`config.mk`:
```
export PLATFORM = sky130hd
export DESIGN_NAME = reg_file_param
export DESIGN_NICKNAME = d
export VERILOG_FILES = /design/src/rtl/reg_file_param.sv
export SDC_FILE = /design/constraint.sdc
export NUM_CORES = 1
export LEC_CHECK = 0
export BUFFER_PORTS_ARGS = -buffer_cell sky130_fd_sc_hd__buf_2
export CAP_MARGIN = 20
export CELL_PAD_IN_SITES_DETAIL_PLACEMENT = 2
export CELL_PAD_IN_SITES_GLOBAL_PLACEMENT = 2
export CORE_MARGIN = 5
export CORE_UTILIZATION = 41
export CTS_BUF_LIST = sky130_fd_sc_hd__clkbuf_4 sky130_fd_sc_hd__clkbuf_8 sky130_fd_sc_hd__clkbuf_16
export CTS_CLUSTER_DIAMETER = 50
export DETAILED_ROUTE_END_ITERATION = 8
export GPL_ROUTABILITY_DRIVEN = 0
export GPL_TIMING_DRIVEN = 0
export PLACE_DENSITY = 0.83
export SYNTH_ARGS = -nofsm -noshare
export SYNTH_HDL_FRONTEND = slang
export SYNTH_SLANG_ARGS = --single-unit
export TNS_END_PERCENT = 100
```
`constraint.sdc`:
```
create_clock -name CLK -period 2.1 [get_ports CLK]
set_input_delay 0.105 -clock CLK [delete_from_list [all_inputs] [get_ports CLK]]
set_output_delay 0.105 -clock CLK [all_outputs]
set_load 0.02 [all_outputs]
```
`src/rtl/reg_file_param.sv`:
```
// Parametrised register file with one write port and two read ports.
// Optional features: write-to-read bypass, registered reads, hardwired-zero r0.
// Each entry has a valid flag that is set by its first write after reset.
// A saturating counter tracks committed writes.
module reg_file_param #(
    parameter int unsigned DATA_WIDTH = 8,
    parameter int unsigned ADDR_WIDTH = 3,
    parameter bit          BYPASS     = 1'b0,
    parameter bit          READ_REG   = 1'b0,
    parameter bit          ZERO_REG   = 1'b0
) (
    input  logic                  CLK,
    input  logic                  RESET,
    input  logic [DATA_WIDTH-1:0] IN,
    input  logic [ADDR_WIDTH-1:0] INADDRESS,
    input  logic                  WRITE,
    input  logic [ADDR_WIDTH-1:0] OUT1ADDRESS,
    input  logic [ADDR_WIDTH-1:0] OUT2ADDRESS,
    output logic [DATA_WIDTH-1:0] OUT1,
    output logic [DATA_WIDTH-1:0] OUT2,
    output logic                  OUT1VALID,
    output logic                  OUT2VALID,
    output logic [15:0]           WRITECOUNT
);

    localparam int unsigned DEPTH = 2 ** ADDR_WIDTH;

    logic [DATA_WIDTH-1:0] mem_q [DEPTH];
    logic [DEPTH-1:0]      valid_q;
    logic [15:0]           count_q;
    logic                  commit;

    logic [DATA_WIDTH-1:0] rd1_data, rd2_data;
    logic                  rd1_valid, rd2_valid;

    // A write to r0 is dropped entirely when r0 is hardwired to zero.
    assign commit = WRITE && !RESET && !(ZERO_REG && (INADDRESS == '0));

    // Storage array: cleared on reset, updated on committed writes.
    always_ff @(posedge CLK) begin
        if (RESET) begin
            for (int i = 0; i < DEPTH; i++) begin
                mem_q[i] <= '0;
            end
        end else if (commit) begin
            mem_q[INADDRESS] <= IN;
        end
    end

    // Valid flags: r0 counts as written from reset when it is hardwired to zero.
    always_ff @(posedge CLK) begin
        if (RESET) begin
            valid_q    <= '0;
            valid_q[0] <= ZERO_REG;
        end else if (commit) begin
            valid_q[INADDRESS] <= 1'b1;
        end
    end

    // Saturating count of committed writes.
    always_ff @(posedge CLK) begin
        if (RESET) begin
            count_q <= '0;
        end else if (commit && (count_q != 16'hFFFF)) begin
            count_q <= count_q + 16'd1;
        end
    end

    assign WRITECOUNT = count_q;

    // Read data per port; the zero-register override wins over bypass.
    always_comb begin
        rd1_data  = mem_q[OUT1ADDRESS];
        rd1_valid = valid_q[OUT1ADDRESS];
        if (BYPASS && commit && (INADDRESS == OUT1ADDRESS)) begin
            rd1_data  = IN;
            rd1_valid = 1'b1;
        end
        if (ZERO_REG && (OUT1ADDRESS == '0)) begin
            rd1_data  = '0;
            rd1_valid = 1'b1;
        end

        rd2_data  = mem_q[OUT2ADDRESS];
        rd2_valid = valid_q[OUT2ADDRESS];
        if (BYPASS && commit && (INADDRESS == OUT2ADDRESS)) begin
            rd2_data  = IN;
            rd2_valid = 1'b1;
        end
        if (ZERO_REG && (OUT2ADDRESS == '0)) begin
            rd2_data  = '0;
            rd2_valid = 1'b1;
        end
    end

    if (READ_REG) begin : gen_read_reg
        // Registered reads: capture the pre-edge read value, cleared by reset.
        always_ff @(posedge CLK) begin
            if (RESET) begin
                OUT1      <= '0;
                OUT2      <= '0;
                OUT1VALID <= 1'b0;
                OUT2VALID <= 1'b0;
            end else begin
                OUT1      <= rd1_data;
                OUT2      <= rd2_data;
                OUT1VALID <= rd1_valid;
                OUT2VALID <= rd2_valid;
            end
        end
    end else begin : gen_read_comb
        assign OUT1      = rd1_data;
        assign OUT2      = rd2_data;
        assign OUT1VALID = rd1_valid;
        assign OUT2VALID = rd2_valid;
    end

endmodule

```
==> metrics.txt <==
setup TNS 0 ps; core area 0.01084 sq mm; Yosys cell types 33; clock sinks 88; ys async rst share 0%; ANT cells 0; initial antenna violation count 0; Tmin final 2044 ps; Post-DP HPWL 9586 microns; hold path startpoint IN[0]; Reg area 0.002402 sq mm; Tcrit/Tclk final 97.35%; cts bufs inserted 9; Max-slew headroom 32.24%; CP Launch Type flip-flop; critical path arrival 2320 ps; first-pass GRT wire length 20610 microns; Setup Crit Path Kind reg2reg; EDFF count, synth 64; Worst Hold End mem_q[0][0]; slowest cell delay on critical path 600 ps; io pins 54; hold path cells 2; average wire per cell in the routed design 25.51 microns; FP Rows 38; Vias/cell 5.800; final setup vio count 0; DRT Pass-1 Iters 4; syn avg cell area 13.67 sq um; top_reg_cell synth edfxtp_1; RR Startpoint WRITECOUNT[4]; f_max 489.2 MHz; vias in the first global route 3503; Starting Density 41.75%; worst-path fanout max 8; power per cell area 714.6 mW/mm^2; Post-Place Cells 519; status complete, no violations; fill count 1055; Tot Pwr 3.741 mW; Die X 115.1 microns; Worst Reg-to-Reg Cells 4; max-cap check violation count 0; CTS Hold Bufs 0; Worst-Skew Late Latency 350 ps; Layout area overhead 15.68%; drt total wl 13750 microns; FF+latch count, synth 88; fin nets 415; 1st-iter DRT viols 134; sequential-to-total area share from yosys stat 53.08%; Post-DRT Antenna Nets 0; Hold Crit Class in2reg; count of pins over their slew limit 0; Req. time, crit path 2380 ps; Crit Reg-Reg Endpoint WRITECOUNT[13]; slowest CP cell or4_4; Synth Cell Area 0.004526 sq mm; # port buffers 47; Yosys top cell area share 42.47%; CTS Root Cell clkbuf_8; area occupied by multi-input gates 0.002081 sq mm; H-tree depth 3; VDD IR max 0.3913 mV; Die ar. 0.01324 sq mm; CTS tree done; share of layout cells above drive strength 1 37.34%; synth cell count leaders and2_1, edfxtp_1, mux4_2; leakage 1.884 nW; clk_skew 14.96 ps; main area contributors after synthesis edfxtp_1, mux4_2, dfxtp_1; Setup crit end kind flip-flop; global route total overflow 0; unrepaired setup endpoints after global routing no; non-filler instance count after layout 539; Clock Pin Slew Worst Setup and Hold Paths 100 ps; Synth warnings 0; GR Util All Layers 21.21%; Synth Instances 331; CP Cell Sequence nand4_1, or4_4, or4_1, a21oi_1; largest net degree at the start of global routing 16; Worst Tran Pin Value 1008 ps; Layout Utilization 48.29%; via count 3126; internal reg-to-reg setup slack 60 ps; area leader, netlist edfxtp_1; clock tree buffer depth 2; Die Y 115.1 microns; Hold Violations, Final 0; # DRC 0; Syn Nets 352
==> cells in the final DEF, fill, tap and decap left out, types with 5 or more instances in the layout <==
| cell type | instances |
|---|---|
| nand4_1 | 6 |
| nor2_1 | 21 |
| mux4_2 | 36 |
| buf_2 | 51 |
| or3_1 | 5 |
| and2_1 | 64 |
| mux2_2 | 19 |
| o21ai_0 | 5 |
| a21oi_1 | 7 |
| edfxtp_1 | 64 |
| clkbuf_1 | 6 |
| or2_2 | 10 |
| dfxtp_1 | 24 |
| nand2_1 | 9 |
| clkbuf_8 | 10 |
==> per-stage QoR <==
step / cell area, sq um / setup slack [ps] / hold slack, ps
2_1_floorplan: 4526 / 207.7 / 279.6
3_3_place_gp: 4936 / -577.8 / 466.2
3_5_place_dp: 4969 / -311.6 / 496.0
4_1_cts: 5199 / 26.89 / 105.0
5_1_grt: 5235 / 2.826 / 135.1
6_report: 5235 / 55.75 / 142.1
==> per-layer routing <==
metal / wire length (microns) / global-route usage [%]
met5: 0 / 0
met3: 384 / 3.158
met4: 291 / 6.729
met2: 7662 / 40.43
met1: 5413 / 24.21
==> power breakdown <==
part           internal [mW]  total (mW)  switching, mW
Sequential              1.95        2.00         0.0503
Clock                  0.587        1.23          0.639
Combinational          0.224       0.516          0.292
Total                   2.76        3.74          0.981
==> critical path: cells and delay by family, from the launching register on <==
family	cells	cell delay, ps
DFF	1	470
AOI/OAI and AO/OA	1	140
and+or+nand+nor	3	1370
==> worst max-delay path by stage <==
stage             startpoint  depth (start not counted)  slack, ps             end
2_1_floorplan  WRITECOUNT[4]                          4        210  WRITECOUNT[13]
4_1_cts        WRITECOUNT[8]                          5         30  WRITECOUNT[15]
3_5_place_dp           RESET                          5       -310     mem_q[5][0]
5_1_grt        WRITECOUNT[3]                          4          3  WRITECOUNT[13]
3_3_place_gp           RESET                          5       -580     mem_q[0][2]
6_report       WRITECOUNT[4]                          4         60  WRITECOUNT[13]
==> repair_timing <==
item,4_1_cts,5_1_grt
pin swaps,0,1
gates resized for setup,5,3
buffers inserted,0,3
endpoints found under the hold margin,0,0
endpoints found under the setup margin,26,7
==> kinds of logic after synthesis <==
logic type / synth area share (%)
simple gates: 17.47
flops: 53.08
mux: 23.09
compound gates: 3.594
buf+inv: 2.101
xor+xnor: 0.3871
fa+ha+maj: 0.2764
==> area by class of cell <==
cell class	instances	share of cell area, %
sequential	88	45.89
multi-input combinational	221	39.75
timing repair buffer	52	5.163
tap	140	3.346
clock buffer	10	2.629
buffer	18	1.649
clock inverter	6	1.291
inverter	4	0.2868
==> state kept, by name, summed over array words and instances (netlist names) <==
register and count:
WRITECOUNT 16, mem_q 64, valid_q 8
Note: power is estimated with default switching activity, not from simulation.
